**src/rtl/inst_prefetch_buffer.sv**
```systemverilog
// Instruction prefetch buffer: streams sequential bus reads ahead of the core pc into a
// DEPTH-entry FIFO, serves sequential fetches combinationally and refetches on redirects.
module inst_prefetch_buffer #(
  parameter int unsigned DEPTH    = 4,
  parameter logic [31:0] RESET_PC = 32'h0040_0000
) (
  input  logic        clock,
  input  logic        reset,
  input  logic [31:0] pc,
  input  logic        inst_read_enable,
  output logic [31:0] inst_data,
  output logic        inst_wait_req,
  output logic        inst_valid,
  output logic [31:0] mem_address,
  output logic        mem_read_enable,
  input  logic [31:0] mem_read_data,
  input  logic        mem_wait_req,
  input  logic        mem_valid
);
  localparam int unsigned PtrW = (DEPTH > 1) ? $clog2(DEPTH) : 1;
  localparam int unsigned CntW = PtrW + 1;
  localparam int unsigned OccW = CntW + 1;

  logic [31:0]     fifo_q [DEPTH];
  logic [31:0]     fifo_d [DEPTH];
  logic [PtrW-1:0] head_q, head_d, tail_q, tail_d, rd_idx;
  logic [CntW-1:0] count_q, count_d;
  logic [OccW-1:0] outstanding_q, outstanding_d;
  logic [OccW-1:0] discard_q, discard_d;
  logic [31:0]     stream_pc_q, stream_pc_d;
  logic [31:0]     fetch_pc_q, fetch_pc_d;
  logic [31:0]     mem_address_q, mem_address_d;
  logic            req_valid_q, req_valid_d;

  logic [31:0]     seq_pc;
  logic            hit, advance, advance_wait, empty_wait, redirect, pop;
  logic            accept, held, drop, write, load;
  logic [OccW-1:0] occupancy;

  assign seq_pc = stream_pc_q + 32'd4;

  always_comb begin
    hit          = 1'b0;
    advance      = 1'b0;
    advance_wait = 1'b0;
    empty_wait   = 1'b0;
    redirect     = 1'b0;
    if (inst_read_enable) begin
      if (count_q != '0 && pc == stream_pc_q)            hit          = 1'b1;
      else if (count_q >= CntW'(2) && pc == seq_pc)      advance      = 1'b1;
      else if (count_q == CntW'(1) && pc == seq_pc)      advance_wait = 1'b1;
      else if (count_q == '0 && pc == stream_pc_q)       empty_wait   = 1'b1;
      else                                               redirect     = 1'b1;
    end
  end

  assign pop           = advance | advance_wait;
  assign rd_idx        = advance ? head_q + PtrW'(1) : head_q;
  assign inst_data     = fifo_q[rd_idx];
  assign inst_valid    = hit | advance;
  assign inst_wait_req = advance_wait | empty_wait | redirect;

  assign accept = req_valid_q & ~mem_wait_req;
  assign held   = req_valid_q & mem_wait_req;
  assign drop   = mem_valid & (discard_q != '0);
  assign write  = mem_valid & ~drop & ~redirect;

  // Slots already promised: FIFO after this pop, plus every live read including the one in the
  // request register (accepted or not), since a new load only happens once that one moves on.
  assign occupancy = OccW'(count_q) - OccW'(pop) + outstanding_q + OccW'(req_valid_q) - discard_q;
  assign load      = (~req_valid_q | accept) & ~redirect & (occupancy < OccW'(DEPTH));

  always_comb begin
    fifo_d        = fifo_q;
    head_d        = head_q;
    tail_d        = tail_q;
    stream_pc_d   = stream_pc_q;
    fetch_pc_d    = fetch_pc_q;
    mem_address_d = mem_address_q;
    req_valid_d   = req_valid_q;
    count_d       = count_q - CntW'(pop) + CntW'(write);
    outstanding_d = outstanding_q + OccW'(accept) - OccW'(mem_valid);
    discard_d     = drop ? discard_q - OccW'(1) : discard_q;

    if (write) begin
      fifo_d[tail_q] = mem_read_data;
      tail_d         = tail_q + PtrW'(1);
    end
    if (pop) begin
      head_d      = head_q + PtrW'(1);
      stream_pc_d = seq_pc;
    end
    if (load) begin
      req_valid_d   = 1'b1;
      mem_address_d = fetch_pc_q;
      fetch_pc_d    = fetch_pc_q + 32'd4;
    end else if (accept) begin
      req_valid_d = 1'b0;
    end
    // Everything still on the bus, including a held request, now belongs to the old stream.
    if (redirect) begin
      head_d      = '0;
      tail_d      = '0;
      count_d     = '0;
      stream_pc_d = pc;
      fetch_pc_d  = pc;
      discard_d   = outstanding_d + OccW'(held);
    end
  end

  always_ff @(posedge clock or posedge reset) begin
    if (reset) begin
      fifo_q        <= '{default: '0};
      head_q        <= '0;
      tail_q        <= '0;
      count_q       <= '0;
      outstanding_q <= '0;
      discard_q     <= '0;
      stream_pc_q   <= RESET_PC;
      fetch_pc_q    <= RESET_PC;
      mem_address_q <= RESET_PC;
      req_valid_q   <= 1'b0;
    end else begin
      fifo_q        <= fifo_d;
      head_q        <= head_d;
      tail_q        <= tail_d;
      count_q       <= count_d;
      outstanding_q <= outstanding_d;
      discard_q     <= discard_d;
      stream_pc_q   <= stream_pc_d;
      fetch_pc_q    <= fetch_pc_d;
      mem_address_q <= mem_address_d;
      req_valid_q   <= req_valid_d;
    end
  end

  assign mem_address     = mem_address_q;
  assign mem_read_enable = req_valid_q;

endmodule
```
**config.mk**
```make
export PLATFORM = sky130hd
export DESIGN_NAME = inst_prefetch_buffer
export DESIGN_NICKNAME = d
export VERILOG_FILES = /design/src/rtl/inst_prefetch_buffer.sv
export SDC_FILE = /design/constraint.sdc
export NUM_CORES = 1
export LEC_CHECK = 0
export BUFFER_PORTS_ARGS = -buffer_cell sky130_fd_sc_hd__buf_2
export CORE_ASPECT_RATIO = 1.2
export CORE_UTILIZATION = 25
export DETAILED_ROUTE_END_ITERATION = 10
export PLACE_DENSITY = 0.5
export SLEW_MARGIN = 15
export SYNTH_ARGS = -nofsm -noshare
export SYNTH_HDL_FRONTEND = slang
export SYNTH_SLANG_ARGS = --single-unit
```
**constraint.sdc**
```tcl
create_clock -name clock -period 8.8 [get_ports clock]
set_input_delay 0.44 -clock clock [delete_from_list [all_inputs] [get_ports clock]]
set_output_delay 0.44 -clock clock [all_outputs]
set_load 0.01 [all_outputs]
```
# Yosys cells after proc, flatten, opt, wreduce, memory -nomap -nowiden
# Cells that the tools add are included.
# W data, S select, Z words.
[op_classes]
add_sub_neg = 14
order_cmp = 5
n_eq_ne = 3
mux = 39
n_bitwise = 18
reduce_logical = 13
[op_table]
columns = ["cell", "n"]
rows = [
  ["$mux W32", 7],
  ["$bwmux W128", 1],
  ["$add A32 B3 Y32 const B", 2],
  ["$bmux W32 S2", 1],
  ["$demux W32 S2", 1],
  ["$eq A32 B32 Y1", 2],
  ["$mux W1", 21],
  ["$add A4 B1 Y4", 3],
  ["$mux W2", 5],
  ["$reduce_bool A2 Y1", 5],
  ["$mux W4", 2],
  ["$and A1 B1 Y1", 7],
  ["$ge A3 B3 Y1 const B", 2],
  ["$not A2 Y3", 2],
  ["$logic_and A1 B1 Y1", 5],
  ["$or A1 B1 Y1", 5],
  ["$add A2 B1 Y2 const B", 2],
  ["$add A4 B4 Y4", 1],
  ["$lt A4 B3 Y1 const B", 1],
  ["$not A1 Y1", 4],
  ["$reduce_bool A4 Y1", 1],
  ["$sub A3 B1 Y4", 1],
  ["$sub A4 B1 Y4", 1],
  ["$sub A4 B1 Y4 const B", 1],
  ["other kinds (9)", 9],
]
[totals]
register_bits = 240
inputBits = 69
output_inout_bits = 67
elab_cells = 105

# Logic depth before layout (Yosys ltp)
# Gate-level depths: netlist of run 1.
[logic_depth]
depth_word = 16
depth_mapped = 24
ltp_nobuf = 22

# Worst setup path before layout of run 1
# OpenSTA, ideal clock, no wires.
[synth_path]
path_kind = "register to register"
startpoint = "register stream_pc_q[2]"
endpoint = "register fetch_pc_q[24]"
setup_time_ns = 0.137
t_arrival_ns = 5.977
required_time_ns = 8.663
path_slack_ns = 2.687
path_stages_with_launch = 24
n_path_buf = 1
synth_period_minus_slack_ns = 6.113
cell_sequence = "dfrtp_1 > ha_1 > nand4_2 > nor3_2 > and3_1 > xor2_1 > a211o_1 > nor4_4 > nand4_1 > inv_1 > fa_1 > fa_1 > inv_1 > ha_1 > a21o_1 > a21o_1 > or3b_2 > a21oi_1 > and4_1 > clkbuf_1 > nand2_1 > nor3_1 > xnor2_1 > a21oi_1"
[synth_between]
elab_chain_cells = 15
word_cells_on_any_way = 30
classes_between = "5 x add/sub; 1 x order compare; 2 x eq/ne; 13 x mux; 4 x bitwise; 5 x reduce/logical"
[synth_lines]
columns = ["element", "line_no", "source"]
rows = [
  ["start: declaration", "30", "logic [31:0] stream_pc_q, stream_pc_d;"],
  ["start signal: assignment", "130", "stream_pc_q <= stream_pc_d;"],
  ["$add A32 B3 Y32", "40", "assign seq_pc = stream_pc_q + 32'd4;"],
  ["$eq A32 B32 Y1", "50, 51", ""],
  ["$logic_and A1 B1 Y1", "51", "else if (count_q == CntW'(1) && pc == seq_pc) advance_wait = 1'b1;"],
  ["$mux W1", "51", ""],
  ["$mux W1", "50", "else if (count_q >= CntW'(2) && pc == seq_pc) advance = 1'b1;"],
  ["$mux W1", "49", "if (count_q != '0 && pc == stream_pc_q) hit = 1'b1;"],
  ["$mux W1", "48", "if (inst_read_enable) begin"],
  ["$or A1 B1 Y1", "57", "assign pop = advance | advance_wait;"],
  ["$sub A3 B1 Y4", "70", "assign occupancy = OccW'(count_q) - OccW'(pop) + outstanding_q + OccW'(req_valid_q) - discard_q;"],
  ["$add A4 B4 Y4", "70", ""],
  ["$add A4 B1 Y4", "70", ""],
  ["$sub A4 B4 Y4", "70", ""],
  ["$lt A4 B3 Y1", "71", "assign load = (~req_valid_q | accept) & ~redirect & (occupancy < OccW'(DEPTH));"],
  ["$and A1 B1 Y1", "71", ""],
  ["$reduce_bool A2 Y1 (no source line)", "n/a", ""],
  ["end signal: assignment", "131", "fetch_pc_q <= fetch_pc_d;"],
  ["end: declaration", "31", "logic [31:0] fetch_pc_q, fetch_pc_d;"],
]
# Parallel ways exist; a longest one is shown, timed or not.
# A chain may end at the register's enable or synchronous reset.

# Worst setup path after layout of run 1
# Same ends and word-level chain as after synthesis.

==> run metrics, run 1 <==
outcome=finished, final reports clean; FMAX=0.1306 GHz; global-route wire length before repair=66.38 mm; Synth Area in Adders=2.696%; DP Worst Slack=1.195 ns; core region area=54,930 um^2; Final #Nets=1,553; Fin. Hold Viols=0; WS Path Type=reg2reg; Yosys top cell by area=dfrtp_1; multiplexer share of the synthesized area=15.70%; CTS Buf Count=29; Synth Area in Simple Gates=18.06%; RSZ-0062 raised after global routing=false; initial antenna violation count=0; ANT cells=0; Commonest cells post-synth=dfrtp_1, nand2_1, mux2_2; worst path arrival time=8.06 ns; DR pass1 iterations=5; fill cell count=5,697; CP required=9.20 ns; Final GP Congestion=0.8767; main combinational cell family by area after synthesis=simple AND/OR/NAND/NOR gates; final setup skew=0.01530 ns; fin. max-slew vios=0; Synth Area in Compound Gates=9.068%; post-synth top area share=42.24%; Max Cap Viol=0; Via density=4.944; Initial Util=25.35%; syn nets=1,465; clock slew at reported path FFs=0.06 ns; # rows=94; Worst setup SP type=register; Post-Syn Area=13,920 um^2; total routed wirelength=43.08 mm; Post-Route Setup TNS=0 ns; FF-to-FF End=fetch_pc_q[24]$_DFFE_PP0P_; layout cell share with drive strength beyond 1=25.17%; worst-margin pin slew=1.002 ns; depth of the CTS H-tree=1; synth warn=0; largest net degree at the start of global routing=131; post-CTS setup buffers=0; fin crit period=7.659 ns; Die X=217.4 um; Rel. slew slack=32.98%; Area Growth Syn to Fin=16.26%; Pwr Total=4131 uW; ys async rst share=100.0%; Worst R2R Path Depth=22; Synth Flop Type=dfrtp_1; root buffer cell=clkbuf_16; final worst path period share=87.03%; CP Capture Type=register; sequential share of the synthesized area=42.81%; Ports=136; worst r2r src=stream_pc_q[2]$_DFFE_PP0P_; DRT iter0 DRCs=765; fin worst setup slack=1.141 ns; Hold Slack=0.08907 ns; CTS tree=done; DP HPWL=28.74 mm; GRT Residual Overflow=0; Synth Instances=1,369; Avg WL per Cell=19.60 um; worst skew pair latency=0.56 ns; die height=260.5 um; port bufs=135; number of global-route vias before repair=11,100; # DRC=0; clk sinks=238; #FFs+latches synth=238; Area contributors post-synth=dfrtp_1, mux2_2, mux2i_1; reg-to-reg slack, setup=1.14 ns; worst hold path type=in2async; die area=56,640 um^2; post-cts gate resize count=0; maximum vdd drop=0.1372 mV; EDFF count, synth=0; Avg Cell Area, Syn=10.17 um^2; final setup fails=0; critical path startpoint=stream_pc_q[2]$_DFFE_PP0P_; vias=10,870; Max FO, Critical Path=10; top-count cell post-synth=dfrtp_1; total global routing track utilization=15.09%; Cell Pwr Density=255.2 nW/um^2; worst-case clock buffer depth=3; antenna violation net count after detailed routing=0; count of different cell masters after synthesis=88; leakage power=0.007073 uW; hold_buf cts=0; XOR/XNOR Fraction of Synth Area=6.300%
where the power goes:
part           internal [uW]  leakage [uW]  switching, uW
Combinational            640       0.00356            719
Clock                    806      0.000500            482
Sequential              1340       0.00301            148
flip-flops by register name (all words and copies together), names as in the netlist:
| register | flops |
|---|---|
| outstanding_q | 4 |
| mem_address | 32 |
| fifo_q | 128 |
| head_q | 2 |
| mem_read_enable | 1 |
| fetch_pc_q | 31 |
| tail_q | 2 |
| count_q | 3 |
| discard_q | 4 |
| stream_pc_q | 31 |
worst max path at each step:
stage,endpoint,slack [ns],cells after the start
2_1_floorplan,count_q[0]$_DFF_PP0_,1.83,1
3_3_place_gp,fetch_pc_q[24]$_DFFE_PP0P_,1.33,22
3_5_place_dp,fetch_pc_q[24]$_DFFE_PP0P_,1.19,22
4_1_cts,fetch_pc_q[24]$_DFFE_PP0P_,1.15,22
5_1_grt,fetch_pc_q[24]$_DFFE_PP0P_,0.58,22
6_report,fetch_pc_q[24]$_DFFE_PP0P_,1.14,22
worst max-delay path: stages, from the launching register on:
cell and delay, ns:
dfrtp_1 0.52, ha_1 0.33, nand4_2 0.29, nor3_2 0.65
nand2_1 0.23, a221oi_1 0.38, nand3_1 0.15, nor2_1 0.42
nand4_1 0.41, inv_1 0.22, fa_1 0.44, fa_1 0.49
inv_1 0.04, ha_1 0.26, a21o_1 0.17, a21o_1 0.18
or3b_2 0.45, a21oi_1 0.53, and4_1 0.51, nand2_1 0.31
nor3_1 0.29, xnor2_1 0.14, a21oi_1 0.08
per-stage QoR:
stage | utilization [%] | instances | instance area [um^2]
floorplan | - | 1369 | 13920
global placement | 27.60 | 2146 | 15160
detailed placement | 27.60 | 2146 | 15160
CTS | 29.47 | 2198 | 16190
global route | 29.47 | 2198 | 16190
finish | 29.47 | 2198 | 16190
cell families (layout without fill, tap and decap cells):
group                      after synthesis  after routing
buffers and inverters                  157            266
adders and majority gates               27             27
muxes                                  202            202
DFF                                    238            238
and+or+nand+nor                        473            473
xor gates and xnor gates                96             96
AOI/OAI and AO/OA                      176            176
per-layer routing:
layer	track usage [%]	wire [um]	up-vias
met2	27.04	21740	284
met1	18.41	18290	5455
met3	1.981	1739	78
li1	-	-	5051
met4	5.223	1308	0
met5	0	0	-
area by class of cell:
cell class              instances  area [um^2]  share of cell area [%]
multi-input cells             974         7249                   44.79
flip-flops and latches        238         5962                   36.84
well taps                     720        900.9                   5.566
clock buffers                  41        840.8                   5.195
repair buffers                153        810.8                   5.009
inverters                      61        236.5                   1.461
clock inverters                11        185.2                   1.144
cell usage in the layout (no fill, tap or decap), types with 27 or more instances in the layout:
cell	instances
buf_2	135
inv_1	60
nor3_1	86
a2111oi_1	30
nand2b_1	41
dfrtp_1	233
clkbuf_16	29
mux2_2	127
nand2_1	140
xnor2_1	54
nor2_1	54
xor2_1	39
o22ai_1	32
nand4_1	27
mux2i_1	70
nand3_1	30
Power figures use the tool's default switching activity.
==> inputs of run 2 (changes only) <==
Settings changed: ABC_AREA from default to 1.
==> run metrics, run 2 <==
clock slew at reported path FFs=0.06 ns (about the same); most frequent CP cell=nand2_1; RSZ-0062 raised after global routing=false; XOR/XNOR Fraction of Synth Area=4.911% (-1.4 points); Max FO, Critical Path=61 (+51); vias=12,180 (+12%); CP max-delay cell=nand2_2; post-synth top area share=42.82% (+0.58 points); Avg WL per Cell=15.69 um (-20%); CTS Buf Count=30 (+3.4%); Switching Fraction=38.50% (+5.9 points); worst skew pair latency=0.57 ns (about the same); failing checks=negative hold slack; worst-case clock buffer depth=3 (unchanged); layout cell share with drive strength beyond 1=11.68% (-13 points); worst-margin pin slew=1.006 ns (+0.003967 ns); largest net degree at the start of global routing=109 (-17%); Initial Util=25.44% (+0.088 points); ys async rst share=100.0% (unchanged); top-count cell post-synth=nand2_1; sequential share of the synthesized area=43.39% (+0.59 points); final setup skew=0.01081 ns (-0.004492 ns); fill cell count=5,903 (+3.6%); fin crit period=7.540 ns (-0.1190 ns); commonest cells after routing, fill and taps aside=nand2_1, inv_1, dfrtp_1, nand3_1, buf_2; Max Cap Viol=0 (unchanged); Ports=136 (unchanged); max reg flops=128 (unchanged); CP Capture Type=register; Final GP Congestion=0.9124 (+4.1%); Hold Slack=-0.01798 ns (-0.1071 ns); most common library cell in the layout ignoring fill and taps=nand2_1; Combinational Power Share=35.7% (+2.8 points); Switching Power=1666 uW (+24%); Rel. slew slack=32.91% (-0.065 points); total global routing track utilization=15.21% (+0.12 points); Worst setup SP type=register; Via density=4.511 (-8.8%); most flop-heavy register=fifo_q; multiplexer share of the synthesized area=0% (-16 points); DP HPWL=29.05 mm (+1.1%); root buffer cell=clkbuf_16; Avg Cell Area, Syn=7.368 um^2 (-28%); core region area=53,990 um^2 (-1.7%); total routed wirelength=42.36 mm (-1.7%); Post-Syn Area=13,730 um^2 (-1.4%); worst path arrival time=7.98 ns (-0.08 ns); Synth Area in Compound Gates=8.309% (-0.76 points); outcome=finished with violations; depth of the CTS H-tree=1 (unchanged); internal power=2661 uW (-4.4%); Placement Cell Area=14,940 um^2 (-1.5%); final setup fails=0 (unchanged); worst hold path type=in2async; Synth Area in Simple Gates=30.39% (+12 points); syn nets=1,960 (+34%); EDFF count, synth=0 (unchanged); synth warn=0 (unchanged); Synth Instances=1,864 (+36%); post-CTS setup buffers=0 (unchanged); Synth Area in Adders=2.733% (+0.037 points); Area contributors post-synth=dfrtp_1, nand2_1, nand3_1; #FFs+latches synth=238 (unchanged); GRT Residual Overflow=0 (unchanged); Commonest cells post-synth=nand2_1, inv_1, dfrtp_1; Fin. Hold Viols=5 (+5); Crit path largest cell delay=0.83 ns (+0.18 ns); DR pass1 iterations=5 (unchanged); die height=258.7 um (-0.68%); global-route wire length before repair=67.78 mm (+2.1%); DRT iter0 DRCs=920 (+20%); maximum vdd drop=0.1947 mV (+42%); Yosys top cell by area=dfrtp_1; port bufs=135 (unchanged); Reg power frac=35.2% (-0.7 points); Area Growth Syn to Fin=16.13%; hold_buf cts=0 (unchanged); antenna violation net count after detailed routing=0 (unchanged); CP required=9.24 ns (+0.04 ns); main combinational cell family by area after synthesis=simple AND/OR/NAND/NOR gates; FMAX=0.1326 GHz (+1.6%); # DRC=0 (unchanged); Post-Route Setup TNS=0 ns (unchanged); clk sinks=238 (unchanged); Synth Flop Type=dfrtp_1; power share of the clock group=29.1% (-2.1 points); post-cts gate resize count=0 (unchanged); Final #Nets=2,060 (+33%); initial antenna violation count=0 (unchanged); Final Cell Area=15,950 um^2 (-1.5%); final worst path period share=85.68% (-1.4 points); number of global-route vias before repair=12,070 (+8.7%); count of different cell masters after synthesis=40 (-55%); Cell Pwr Density=271.3 nW/um^2 (+6.3%); WS Path Type=reg2reg; # rows=93 (-1.1%); fin. max-slew vios=0 (unchanged); Die X=216.0 um (-0.67%); die area=55,880 um^2 (-1.3%); leakage power=0.007907 uW (+12%); CTS tree=done
## run 2: changes by cell type after synthesis, moves of 37 or more
cell      before  now
o21ai_0       26   67
nor3_1        86   21
xnor2_1       54   17
inv_1         61  251
o21ai_1        1  121
nand2b_1      41    0
nand2_1      141  633
mux2i_1       71    0
nand3_1       30  193
mux2_2       127    0
## run 2: power by group through the flow
stage / Sequential, uW / Combinational, uW / Clock, uW
after detailed placement: 1540 / 1560 / 0
after global routing: 1560 / 1780 / 1350
after CTS: 1530 / 1570 / 1310
after global placement: 1540 / 1530 / 0
final: 1520 / 1540 / 1260
after floorplan: 1520 / 1090 / 0
## run 2: worst paths after layout
| kind | from | to | slack [ns] | cells past startpoint |
|---|---|---|---|---|
| min | reset | mem_address[16]$_DFFE_PP0P_ | -0.02 | 2 |
| max in group asynchronous | reset | stream_pc_q[20]$_DFFE_PP0P_ | 7.30 | 3 |
| max | stream_pc_q[3]$_DFFE_PP0P_ | fetch_pc_q[9]$_DFFE_PP0P_ | 1.26 | 29 |
| min in group clock | mem_read_data[30] | fifo_q[62]$_DFFE_PP0P_ | 0.13 | 3 |
| max reg2reg | stream_pc_q[3]$_DFFE_PP0P_ | fetch_pc_q[9]$_DFFE_PP0P_ | 1.26 | 29 |
| min reg2reg | mem_address[21]$_DFFE_PP0P_ | mem_address[21]$_DFFE_PP0P_ | 0.48 | 2 |
## run 2: per-layer routing
layer	up-vias	global-route usage (%)	share of wire, %
li1	6048	-	-
met1	5748	19.76	45
met2	315	25.83	47
met3	68	2.171	5.3
met4	0	5.027	2.9
met5	-	0	0
## run 2: final cells by class
| cell class | count | area, um^2 | share of cell area [%] |
|---|---|---|---|
| inverters | 255 | 964.7 | 6.049 |
| diodes | 1 | 2.502 | 0.01569 |
| well taps | 712 | 890.9 | 5.586 |
| clock buffers | 45 | 898.4 | 5.633 |
| repair buffers | 145 | 750.7 | 4.707 |
| clock inverters | 10 | 108.9 | 0.6826 |
| multi-input cells | 1294 | 6372 | 39.96 |
| flip-flops and latches | 238 | 5959 | 37.37 |
## run 2: cell families (layout without fill, tap and decap cells)
group,after synthesis,in the layout
simple gates,973,973
fa+ha+maj,27,27
buf+inv,332,455
other cells,0,1
flops,238,238
compound gates,217,217
xor+xnor,77,77
## run 2: critical path, delay by kind of cell (launching register included)
family                     cells  cell delay (ns)
buffers and inverters          5             1.49
adders and majority gates      4             1.44
AOI/OAI and AO/OA              3             0.42
DFF                            1             0.43
and+or+nand+nor               17             3.60
## run 2: metrics by stage
step,util [%],total power (uW),setup WS (ns),instances,hold WS [ns]
5_1_grt,29.53,4690,0.4524,2699,0.04520
6_report,29.54,4326,1.260,2700,-0.01798
4_1_cts,29.53,4401,1.189,2699,0.05308
3_5_place_dp,27.67,3107,1.200,2644,0.4689
3_3_place_gp,27.67,3074,1.302,2644,0.4624
2_1_floorplan,-,2614,1.834,1864,0.4670
==> inputs of run 3 (changes only) <==
Settings changed: CELL_PAD_IN_SITES_DETAIL_PLACEMENT from default to 1, CELL_PAD_IN_SITES_GLOBAL_PLACEMENT from default to 2, PLACE_DENSITY 0.5 to 0.71.
==> run metrics, run 3 (synthesis results as in run 2) <==
outcome=finished, final reports clean; post-cts gate resize count=0 (unchanged); final setup fails=0 (unchanged); global-route wire length before repair=74.32 mm (+9.7%); Final Cell Area=15,940 um^2 (about the same); worst-margin pin slew=0.9979 ns (-0.008400 ns); DRT iter0 DRCs=542 (-41%); fin crit period=7.035 ns (-0.5043 ns); leakage power=0.007899 uW (-0.10%); maximum vdd drop=0.1967 mV (+0.99%); Max FO, Critical Path=61 (unchanged); die area=55,880 um^2 (unchanged); fin util=29.52% (about the same); layout cell share with drive strength beyond 1=11.58% (-0.095 points); Initial Util=25.44% (unchanged); total global routing track utilization=16.74% (+1.5 points); DP HPWL=32.01 mm (+10%); CTS Buf Count=30 (unchanged); Crit path largest cell delay=0.49 ns (-0.34 ns); CTS tree=done; depth of the CTS H-tree=1 (unchanged); worst-case clock buffer depth=3 (unchanged); initial antenna violation count=0 (unchanged); CP required=9.24 ns (about the same); # DRC=0 (unchanged); max reg flops=128 (unchanged); DR pass1 iterations=5 (unchanged); Ports=136 (unchanged); CP max-delay cell=fa_1; Post-Route Setup TNS=0 ns (unchanged); worst skew pair latency=0.59 ns (+0.02 ns); final worst path period share=79.95% (-5.7 points); GRT Residual Overflow=0 (unchanged); vias=12,350 (+1.4%); Worst setup SP type=register; fin. max-slew vios=0 (unchanged); hold_buf cts=0 (unchanged); Max Cap Viol=0 (unchanged); final setup skew=0.03233 ns (+0.02153 ns); CP Capture Type=register; delay-heaviest family, CP=simple AND/OR/NAND/NOR gates; clk sinks=238 (unchanged); die height=258.7 um (unchanged); # rows=93 (unchanged); worst hold path type=in2async; number of global-route vias before repair=13,090 (+8.5%); core region area=53,990 um^2 (unchanged); port bufs=135 (unchanged); FMAX=0.1421 GHz (+7.2%); Rel. slew slack=33.47% (+0.56 points); most flop-heavy register=fifo_q; WP buf/inv=6 (+1); Die X=216.0 um (unchanged); largest net degree at the start of global routing=123 (+13%); RSZ-0062 raised after global routing=false; most frequent CP cell=nand2_1; reg-to-reg slack, setup=1.76 ns (+0.50 ns); WS Path Type=reg2reg; worst path arrival time=7.47 ns (-0.51 ns); total routed wirelength=46.22 mm (+9.1%); Placement Cell Area=14,950 um^2 (about the same); Final #Nets=2,060 (unchanged); Area Growth Syn to Fin=16.07% (about the same); Final GP Congestion=0.8478 (-7.1%); ANT cells=0 (-1); commonest cells after routing, fill and taps aside=nand2_1, inv_1, dfrtp_1, nand3_1, buf_2; Avg WL per Cell=17.13 um (+9.2%); Fin. Hold Viols=0 (-5); Cell Pwr Density=275.8 nW/um^2 (+1.7%); root buffer cell=clkbuf_16; clock slew at reported path FFs=0.06 ns (about the same); antenna violation net count after detailed routing=0 (unchanged); post-CTS setup buffers=0 (unchanged); most common library cell in the layout ignoring fill and taps=nand2_1; Pwr Total=4397 uW (+1.6%); Via density=4.576 (+1.4%)
-- run 3: path summary, 6_finish.rpt --
check / from / end / cells past startpoint
worst max-delay path: stream_pc_q[2]$_DFFE_PP0P_ / fetch_pc_q[9]$_DFFE_PP0P_ / 31
worst min-delay path: reset / stream_pc_q[1]$_DFFE_PP0P_ / 2
worst max register to register: stream_pc_q[2]$_DFFE_PP0P_ / fetch_pc_q[9]$_DFFE_PP0P_ / 31
worst min register to register: mem_address[21]$_DFFE_PP0P_ / mem_address[21]$_DFFE_PP0P_ / 2
max in group asynchronous: reset / fetch_pc_q[16]$_DFFE_PP0P_ / 3
min in group clock: mem_read_data[29] / fifo_q[29]$_DFFE_PP0P_ / 3
-- run 3: through the flow --
stage	setup WS, ns	hold WS (ns)	instances
2_1_floorplan	1.834	0.4670	1864
3_3_place_gp	1.810	0.4746	2644
3_5_place_dp	1.668	0.4860	2644
4_1_cts	1.646	0.08157	2698
5_1_grt	1.111	0.1097	2698
6_report	1.765	0.03137	2698
-- run 3: layout make-up --
| cell class | count | area [um^2] |
|---|---|---|
| timing repair buffer | 145 | 750.7 |
| fill | 6685 | 38050 |
| clock inverter | 8 | 101.3 |
| tap | 712 | 890.9 |
| multi-input combinational | 1294 | 6382 |
| clock buffer | 46 | 890.9 |
| sequential | 238 | 5959 |
| inverter | 255 | 964.7 |
-- run 3: report_power, final --
| group | internal [uW] | switching, uW | total (uW) |
|---|---|---|---|
| Clock | 749 | 502 | 1250 |
| Combinational | 561 | 1040 | 1600 |
| Sequential | 1360 | 181 | 1550 |
-- run 3: per-layer routing --
metal / part of all wire [%] / GRT usage, % / vias to the layer above
met5: 0 / 0 / -
met4: 2.6 / 4.910 / 0
met3: 3.5 / 2.195 / 64
met2: 49 / 29.73 / 179
met1: 44 / 21.05 / 6073
li1: - / - / 6030
